File: config.mk
export PLATFORM = sky130hd
export DESIGN_NAME = acc_bank_drain_flat
export DESIGN_NICKNAME = d
export VERILOG_FILES = /design/src/rtl/acc_pkg.sv /design/src/rtl/acc_bank_drain_if.sv /design/src/rtl/acc_lane.sv /design/src/rtl/acc_bank_drain.sv /design/src/flat_wrapper.sv
export SDC_FILE = /design/constraint.sdc
export NUM_CORES = 1
export LEC_CHECK = 0
export ABC_AREA = 1
export CAP_MARGIN = 30
export CORE_MARGIN = 2
export CORE_UTILIZATION = 35
export CTS_CLUSTER_DIAMETER = 80
export CTS_CLUSTER_SIZE = 10
export DETAILED_ROUTE_END_ITERATION = 7
export GPL_ROUTABILITY_DRIVEN = 0
export PLACE_DENSITY = 0.51
export SKIP_CTS_REPAIR_TIMING = 1
export SLEW_MARGIN = 10
export SYNTH_ARGS = -nofsm -noshare
export SYNTH_HDL_FRONTEND = slang
export SYNTH_HIERARCHICAL = 1
export SYNTH_SLANG_ARGS = --single-unit
File: constraint.sdc
create_clock -name clk -period 3.2 [get_ports clk]
set_clock_uncertainty 0.2 [all_clocks]
set_input_delay 0.32 -clock clk [delete_from_list [all_inputs] [get_ports clk]]
set_output_delay 0.32 -clock clk [all_outputs]
set_load 0.005 [all_outputs]
File: src/rtl/acc_pkg.sv
// Shared types and constants for the column-accumulator bank and its drain FSM.
package acc_pkg;

   typedef enum logic [1:0] {
      IDLE   = 2'd0,
      REDUCE = 2'd1,
      WRITE  = 2'd2,
      DRAIN  = 2'd3
   } acc_state_e;

   localparam logic MODE_ROWSUM = 1'b0;
   localparam logic MODE_COLUMN = 1'b1;

endpackage

File: src/rtl/acc_bank_drain_if.sv
// Output-buffer write port of the accumulator bank.
interface acc_bank_drain_if #(
   parameter int ACC_BW = 32,
   parameter int ADDR_W = 4
);
   // Valid/ready: a word transfers on a rising edge where output_buffer_enable
   // and output_buffer_ready are both high; while enable is high and ready is
   // low, data and address stay stable and enable is not withdrawn.
   logic [ACC_BW-1:0] output_data;
   logic [ADDR_W-1:0] output_buffer_addr;
   logic              output_buffer_enable;
   logic              output_buffer_ready;

   modport master (
      output output_data,
      output output_buffer_addr,
      output output_buffer_enable,
      input  output_buffer_ready
   );

   modport slave (
      input  output_data,
      input  output_buffer_addr,
      input  output_buffer_enable,
      output output_buffer_ready
   );
endinterface

File: src/rtl/acc_lane.sv
// One accumulator column: sign-extend, optional clear, add, and a snapshot
// register that captures the pre-clear running sum.
module acc_lane #(
   parameter int VERTICAL_BW = 32,
   parameter int ACC_BW      = 32
) (
   input  logic                          clk,
   input  logic                          rst,
   input  logic                          in_valid,
   input  logic                          acc_reset,
   input  logic                          snap_en,
   input  logic signed [VERTICAL_BW-1:0] lane_in,
   output logic        [ACC_BW-1:0]      snap_next,
   output logic        [ACC_BW-1:0]      snap
);

   logic [ACC_BW-1:0] acc;
   logic [ACC_BW-1:0] add_val;

   assign add_val   = in_valid ? ACC_BW'(lane_in) : '0;
   // Snapshot ignores acc_reset so the last partial sum of a tile survives the clear.
   assign snap_next = acc + add_val;

   always_ff @(posedge clk or negedge rst) begin
      if (!rst) begin
         acc  <= '0;
         snap <= '0;
      end else begin
         acc <= (acc_reset ? '0 : acc) + add_val;
         if (snap_en) snap <= snap_next;
      end
   end

endmodule

File: src/rtl/acc_bank_drain.sv
// Column-accumulator bank with snapshot and row-sum / per-column drain FSM.
import acc_pkg::*;

module acc_bank_drain #(
   parameter int ARR_SIZE    = 4,
   parameter int VERTICAL_BW = 32,
   parameter int ACC_BW      = 32,
   parameter int ADDR_W      = 4
) (
   input  logic                            clk,
   input  logic                            rst,
   input  logic                            in_valid,
   input  logic [ARR_SIZE*VERTICAL_BW-1:0] accumulated_val,
   input  logic                            acc_reset,
   input  logic                            store_output,
   input  logic                            store_mode,
   input  logic [ADDR_W-1:0]               op_buffer_address,
   output logic                            store_ready,
   output logic [1:0]                      state_dbg,
   acc_bank_drain_if.master                obuf
);

   localparam int IDX_W = (ARR_SIZE > 1) ? $clog2(ARR_SIZE) : 1;
   localparam logic [IDX_W-1:0] LAST_IDX = IDX_W'(ARR_SIZE - 1);

   localparam logic [1:0] S_IDLE   = IDLE;
   localparam logic [1:0] S_REDUCE = REDUCE;
   localparam logic [1:0] S_WRITE  = WRITE;
   localparam logic [1:0] S_DRAIN  = DRAIN;

   logic [1:0]        state;
   logic [IDX_W-1:0]  idx;
   logic [IDX_W-1:0]  idx_nxt;
   logic [ADDR_W-1:0] base_addr;
   logic [ACC_BW-1:0] row_sum;
   logic              store_take;

   logic [ACC_BW-1:0] snap      [ARR_SIZE];
   logic [ACC_BW-1:0] snap_next [ARR_SIZE];

   assign store_ready = (state == S_IDLE);
   assign state_dbg   = state;
   assign store_take  = store_output && store_ready;
   assign idx_nxt     = idx + IDX_W'(1);

   for (genvar g = 0; g < ARR_SIZE; g++) begin : g_lane
      acc_lane #(
         .VERTICAL_BW (VERTICAL_BW),
         .ACC_BW      (ACC_BW)
      ) u_lane (
         .clk       (clk),
         .rst       (rst),
         .in_valid  (in_valid),
         .acc_reset (acc_reset),
         .snap_en   (store_take),
         .lane_in   (accumulated_val[g*VERTICAL_BW +: VERTICAL_BW]),
         .snap_next (snap_next[g]),
         .snap      (snap[g])
      );
   end

   // Single-cycle reduction of the latched snapshot, wrapping at ACC_BW.
   always_comb begin
      row_sum = '0;
      for (int k = 0; k < ARR_SIZE; k++) row_sum = row_sum + snap[k];
   end

   always_ff @(posedge clk or negedge rst) begin
      if (!rst) begin
         state                     <= S_IDLE;
         idx                       <= '0;
         base_addr                 <= '0;
         obuf.output_data          <= '0;
         obuf.output_buffer_addr   <= '0;
         obuf.output_buffer_enable <= 1'b0;
      end else begin
         case (state)
            S_IDLE: begin
               if (store_take) begin
                  base_addr <= op_buffer_address;
                  if (store_mode == MODE_COLUMN) begin
                     // Column word 0 comes straight from the lane so it is valid one edge earlier.
                     obuf.output_data          <= snap_next[0];
                     obuf.output_buffer_addr   <= op_buffer_address;
                     obuf.output_buffer_enable <= 1'b1;
                     idx                       <= '0;
                     state                     <= S_DRAIN;
                  end else begin
                     state <= S_REDUCE;
                  end
               end
            end
            S_REDUCE: begin
               obuf.output_data          <= row_sum;
               obuf.output_buffer_addr   <= base_addr;
               obuf.output_buffer_enable <= 1'b1;
               state                     <= S_WRITE;
            end
            S_WRITE: begin
               if (obuf.output_buffer_ready) begin
                  obuf.output_buffer_enable <= 1'b0;
                  state                     <= S_IDLE;
               end
            end
            S_DRAIN: begin
               if (obuf.output_buffer_ready) begin
                  if (idx == LAST_IDX) begin
                     obuf.output_buffer_enable <= 1'b0;
                     state                     <= S_IDLE;
                  end else begin
                     idx                     <= idx_nxt;
                     obuf.output_data        <= snap[idx_nxt];
                     obuf.output_buffer_addr <= obuf.output_buffer_addr + ADDR_W'(1);
                  end
               end
            end
            default: state <= S_IDLE;
         endcase
      end
   end

endmodule

File: src/flat_wrapper.sv
// flat-port wrapper written by rule: the top's interface ports become plain ports
module acc_bank_drain_flat 
#(
   parameter int ARR_SIZE    = 4,
   parameter int VERTICAL_BW = 32,
   parameter int ACC_BW      = 32,
   parameter int ADDR_W      = 4
)
  (clk, rst, in_valid, accumulated_val, acc_reset, store_output, store_mode, op_buffer_address, store_ready, state_dbg, obuf_output_data, obuf_output_buffer_addr, obuf_output_buffer_enable, obuf_output_buffer_ready);
  acc_bank_drain_if #(.ACC_BW(ACC_BW), .ADDR_W(ADDR_W)) obuf_i ();
  input  logic clk;
  input  logic rst;
  input  logic in_valid;
  input  logic [ARR_SIZE*VERTICAL_BW-1:0] accumulated_val;
  input  logic acc_reset;
  input  logic store_output;
  input  logic store_mode;
  input  logic [ADDR_W-1:0] op_buffer_address;
  output logic store_ready;
  output logic [1:0] state_dbg;
  output wire logic [$bits(obuf_i.output_data)-1:0] obuf_output_data;
  output wire logic [$bits(obuf_i.output_buffer_addr)-1:0] obuf_output_buffer_addr;
  output wire logic [$bits(obuf_i.output_buffer_enable)-1:0] obuf_output_buffer_enable;
  input wire logic [$bits(obuf_i.output_buffer_ready)-1:0] obuf_output_buffer_ready;
  assign obuf_output_data = obuf_i.output_data;
  assign obuf_output_buffer_addr = obuf_i.output_buffer_addr;
  assign obuf_output_buffer_enable = obuf_i.output_buffer_enable;
  assign obuf_i.output_buffer_ready = obuf_output_buffer_ready;
  acc_bank_drain #(.ARR_SIZE(ARR_SIZE), .VERTICAL_BW(VERTICAL_BW), .ACC_BW(ACC_BW), .ADDR_W(ADDR_W)) u_core (.clk(clk), .rst(rst), .in_valid(in_valid), .accumulated_val(accumulated_val), .acc_reset(acc_reset), .store_output(store_output), .store_mode(store_mode), .op_buffer_address(op_buffer_address), .store_ready(store_ready), .state_dbg(state_dbg), .obuf(obuf_i));
endmodule
## Word level (Yosys, flattened, before mapping)

Index checks and enable logic that the tools add are counted.

| word-level totals | value |
|---|---|
| flip-flop bits (word level) | 301 |
| bits of input ports | 139 |
| output and inout bits | 40 |

| cells by class | value |
|---|---|
| eq/ne operators | 10 |
| $lt $le $gt $ge | 1 |
| reduce and logical (&&, ||, !) cells | 9 |
| mux-type cells | 38 |
| add/sub/neg operators | 13 |
| bitwise logic cells | 1 |

Operators with widths:

| kind | number |
|---|---|
| $mux 32 | 14 |
| $add 32x32->32 | 11 |
| $pmux 32 s3 | 1 |
| $bmux 32 s2 | 1 |
| $mux 2 | 9 |
| $mux 4 | 4 |
| $reduce_and 5->1 | 3 |
| $pmux 4 s3 | 1 |
| $ne 2x2->1 const B | 5 |
| $pmux 2 s4 | 1 |
| $eq 2x2->1 const B | 3 |
| $mux 1 | 5 |
| $add 4x1->4 const B | 1 |
| $pmux 1 s4 | 1 |
| $pmux 2 s2 | 1 |
| $reduce_and 4->1 | 1 |
| $ge 3x3->1 const B | 1 |
| $not 2->3 | 1 |
| $reduce_bool 3->1 | 1 |
| $add 2x1->2 const B | 1 |
| $eq 2x1->1 const B | 1 |
| $logic_not 2->1 | 1 |
| $ne 2x1->1 const B | 1 |
| $reduce_and 2->1 | 1 |
| other kinds (2) | 2 |

## Longest topological paths before layout

| depth | value |
|---|---|
| depth in word-level cells | 8 |
| gate-level depth with buffers | 22 |
| mapped depth without buffers | 21 |

## Hierarchy

Netlist, hierarchy kept.

Modules (own cells, without submodules):

| module | seq. area each (µm²) | times used | cells each | area each (µm²) |
|---|---|---|---|---|
| acc_lane at u_core.g_lane[1].u_lane ... | 1601.5 | 2 | 1274 | 7299.5 |
| acc_bank_drain | 1126.1 | 1 | 1169 | 7409.6 |
| acc_lane at u_core.g_lane[3].u_lane | 1601.5 | 1 | 1275 | 7233.2 |
| acc_lane at u_core.g_lane[0].u_lane | 1601.5 | 1 | 1287 | 7123.1 |

## Worst setup path before layout

Ideal clock, no wire load.

| path | value |
|---|---|
| path kind | register to register |
| start | reg u_core.g_lane[2].u_lane.snap[1] |
| end | reg u_core.obuf.output_data[25] |
| period minus slack after synthesis | 3.174 ns |
| stages on the path, launching flop included | 18 |
| library setup time | 0.078 ns |
| path slack | 0.026 ns |
| data required time | 2.922 ns |
| data arrival time | 2.896 ns |
| cells stage by stage | dfrtp_1 inv_1 fa_1 fa_1 inv_1 ha_1 fa_1 nand3_1 nand3_1 nand2_1 nand2_1 nand2_1 nand2_1 nand2_1 nand2_1 nand2_1 nand3_1 a21boi_1 |

| between the ends | value |
|---|---|
| word-level cells in the longest chain between the ends | 3 |

Ends and longest elaborated chain:

| element | RTL line | RTL |
|---|---|---|
| start: declaration | acc_lane.sv:14 | `output logic [ACC_BW-1:0] snap` |
| start signal: assignment | acc_lane.sv:30 | `if (snap_en) snap <= snap_next;` |
| $add 32x32->32 (2 in a row) | acc_bank_drain.sv:65 | `for (int k = 0; k < ARR_SIZE; k++) row_sum = row_sum + snap[k];` |
| $pmux 32 s3 | acc_bank_drain.sv:77 | `case (state)` |
| end signal: assignment | acc_bank_drain.sv:83 | `obuf.output_data <= snap_next[0];` |
| end signal: assignment | acc_bank_drain.sv:94 | `obuf.output_data <= row_sum;` |
| end signal: assignment | acc_bank_drain.sv:112 | `obuf.output_data <= snap[idx_nxt];` |
| end: declaration | acc_bank_drain_if.sv:15 | `output output_data,` |

Every way passes these cells.
A chain may end at the register's enable or synchronous reset.

## Final worst setup path

| path | value |
|---|---|
| start | reg u_core.g_lane[2].u_lane.snap[1] |
| end | reg u_core.obuf.output_data[5] |

The elaborated chain is that of the path after synthesis.

==> impl_metrics.py <==
metrics = {
    "job": {
        "cap_violations": 0,
    },
    "timing": {
        "setup_viol": 0,
        "setup_slack_ns": 0.00536,
        "relSlewSlack_pct": 57.2,
        "fmax_ghz": 0.313,
        "tightest_slew_ns": 0.637,
        "fin_crit_ns": 3.19,
        "rsz0062_at_grt": "true",
        "period_share_pct": 99.8,
        "hold_viol": 0,
        "slew_viol_final": 0,
    },
    "placed_design": {
        "io_buffers": 178,
        "hpwl_um": 114000,
        "post-place-ws_ns": -0.175,
    },
    "cts": {
        "clock_path_buffers": 3,
        "clkLatencyLatePin_ns": 0.62,
        "clock-sinks": 301,
        "cts_root_buffer": "clkbuf_16",
        "htreeDepth": 2,
        "cts_buffers": 44,
        "cts_tree": "done",
        "cts.clk_slew.worst_paths_ns": 0.06,
    },
    "synthesis": {
        "synthCells": 6230,
        "synth-warning-count": 6,
        "netlist_area_sq_mm": 0.0361,
        "syn_area_per_cell_sq_um": 5.79,
        "synth.net_count": 6592,
    },
    "worst_setup_path": {
        "cp_data_arrival_time_ns": 3.50,
        "rr_startpoint": "u_core/g_lane[2].u_lane/snap[1]$_DFFE_PN0P_",
        "critPathMaxFanout": 4,
        "path_class": "register to register",
        "end_kind": "register",
        "cp.required_ns": 3.51,
        "startpoint": "u_core/g_lane[2].u_lane/snap[1]$_DFFE_PN0P_",
        "worst_setup_path_start_kind": "register",
    },
    "power_and_ir_drop": {
        "p_seq_share_pct": 13.3,
        "p_switching_uw": 26000,
        "combPwrFrac_pct": 76.8,
        "power_density_mw_per_mm2": 1150,
        "power_uw": 49700,
        "switching_share_pct": 52.3,
        "power_leakage_uw": 0.0250,
        "internal-power_uw": 23700,
        "vdd_drop_max_mv": 1.11,
        "p_clk_share_pct": 9.9,
    },
    "floorplanning": {
        "start_util_pct": 35.3,
        "die_area_sq_mm": 0.106,
        "fp.dieW_um": 325,
        "die_h_um": 325,
        "rows": 117,
        "core_area_sq_mm": 0.102,
        "ios": 179,
    },
    "min_path": {
        "min_from": "acc_reset",
        "hp-class": "primary input to register",
    },
    "finish": {
        "syn2layout_area_growth_pct": 19.7,
        "antenna_cells": 0,
        "drive_gt1_share_pct": 11.1,
        "layout.nets": 6953,
        "final_common_cell": "nand2_1",
        "final_cell_mix": "2297 x nand2_1, 1112 x inv_1, 473 x nor2_1, 383 x nand3_1, 300 x dfrtp_1",
    },
    "grt": {
        "grt.total_usage_pct": 25.5,
        "grt_max_degree": 98,
        "grt_pass1_vias": 36800,
        "overflow": 0,
        "antenna_found_initial": 2,
        "grt_pass1_wl_um": 211000,
    },
    "route": {
        "via_count": 38800,
        "drt_pass1_iterations": 5,
        "post_drt_wl_per_cell_um": 17.2,
        "drt_iter0_markers": 3065,
        "via_per_inst": 4.86,
        "antenna_left": 0,
        "drc": 0,
        "routed_wl_um": 137000,
    },
    "status": {
        "status": "finished, final reports clean",
    },
}
[flip-flops by register name, summed over array words and instances (netlist names)]
name and flops:
u_core/idx 2, u_core/g_lane.u_lane/acc 128, u_core/g_lane.u_lane/snap 128, u_core/obuf.output_buffer_addr 4, u_core/obuf.output_data 32, u_core/obuf.output_buffer_enable 1, u_core/base_addr 4, u_core/state_dbg 2
[per-layer routing]
metal	part of all wire, %	track usage [%]	up-vias
met3	5.4	3.08	152
met2	45	42.0	977
met5	0	0	-
li1	-	-	19800
met1	47	35.5	17800
met4	2.3	5.88	0
[per-stage QoR]
stage / utilization (%) / setup TNS [ns] / hold WS, ns / instance area [sq um] / cells
floorplan: - / 0 / -0.176 / 36100 / 6230
global placement: 40.0 / -1.21 / 0.129 / 40800 / 7888
detailed placement: 40.0 / -1.96 / 0.138 / 40800 / 7888
CTS: 41.3 / -2.56 / -0.541 / 42100 / 7957
global route: 42.3 / -0.961 / 0.0270 / 43200 / 7982
finish: 42.3 / 0 / 0.0258 / 43200 / 7982
[cell type report]
cell class	instances	area (sq um)
clock buffer	52	1190
clock inverter	17	176
fill	11000	58800
inverter	1221	4590
multi-input combinational	4604	24100
sequential	301	7530
tap	1368	1710
timing repair buffer	419	3840
[path summary, 6_finish.rpt]
| path | endpoint | slack, ns | cells after the start |
|---|---|---|---|
| max in group asynchronous | u_core/g_lane[0].u_lane/acc[21]$_DFF_PN0_ | 1.75 | 3 |
| worst max-delay path | u_core/obuf.output_data[5]$_DFFE_PN0P_ | 0.005 | 14 |
| min in group asynchronous | u_core/g_lane[3].u_lane/acc[2]$_DFF_PN0_ | 0.05 | 2 |
| worst min-delay path | u_core/g_lane[2].u_lane/acc[0]$_DFF_PN0_ | 0.03 | 3 |
| worst min register to register | u_core/base_addr[2]$_DFFE_PN0P_ | 0.28 | 2 |
| worst max register to register | u_core/obuf.output_data[5]$_DFFE_PN0P_ | 0.005 | 14 |
[power by group through the flow]
| stage | Clock, uW | Sequential [uW] | Combinational, uW |
|---|---|---|---|
| finish | 4920 | 6630 | 38200 |
| global route | 5200 | 6770 | 42100 |
| CTS | 5060 | 6580 | 31900 |
| detailed placement | 0 | 6630 | 31700 |
| global placement | 0 | 6600 | 31700 |
| floorplan | 0 | 6090 | 19600 |
[worst max-delay path, cell delays in order (launching register included)]
cell and delay [ns]:
dfrtp_1 0.36, inv_2 0.04, fa_1 0.50, fa_1 0.49, inv_1 0.04, ha_2 0.19, fa_2 0.40, nand3_2 0.11
nand3_4 0.10, buf_4 0.15, buf_4 0.13, xnor2_2 0.12, o221ai_1 0.12, nand2_1 0.09, nand2_1 0.05
(Power assumes the default switching activity.)
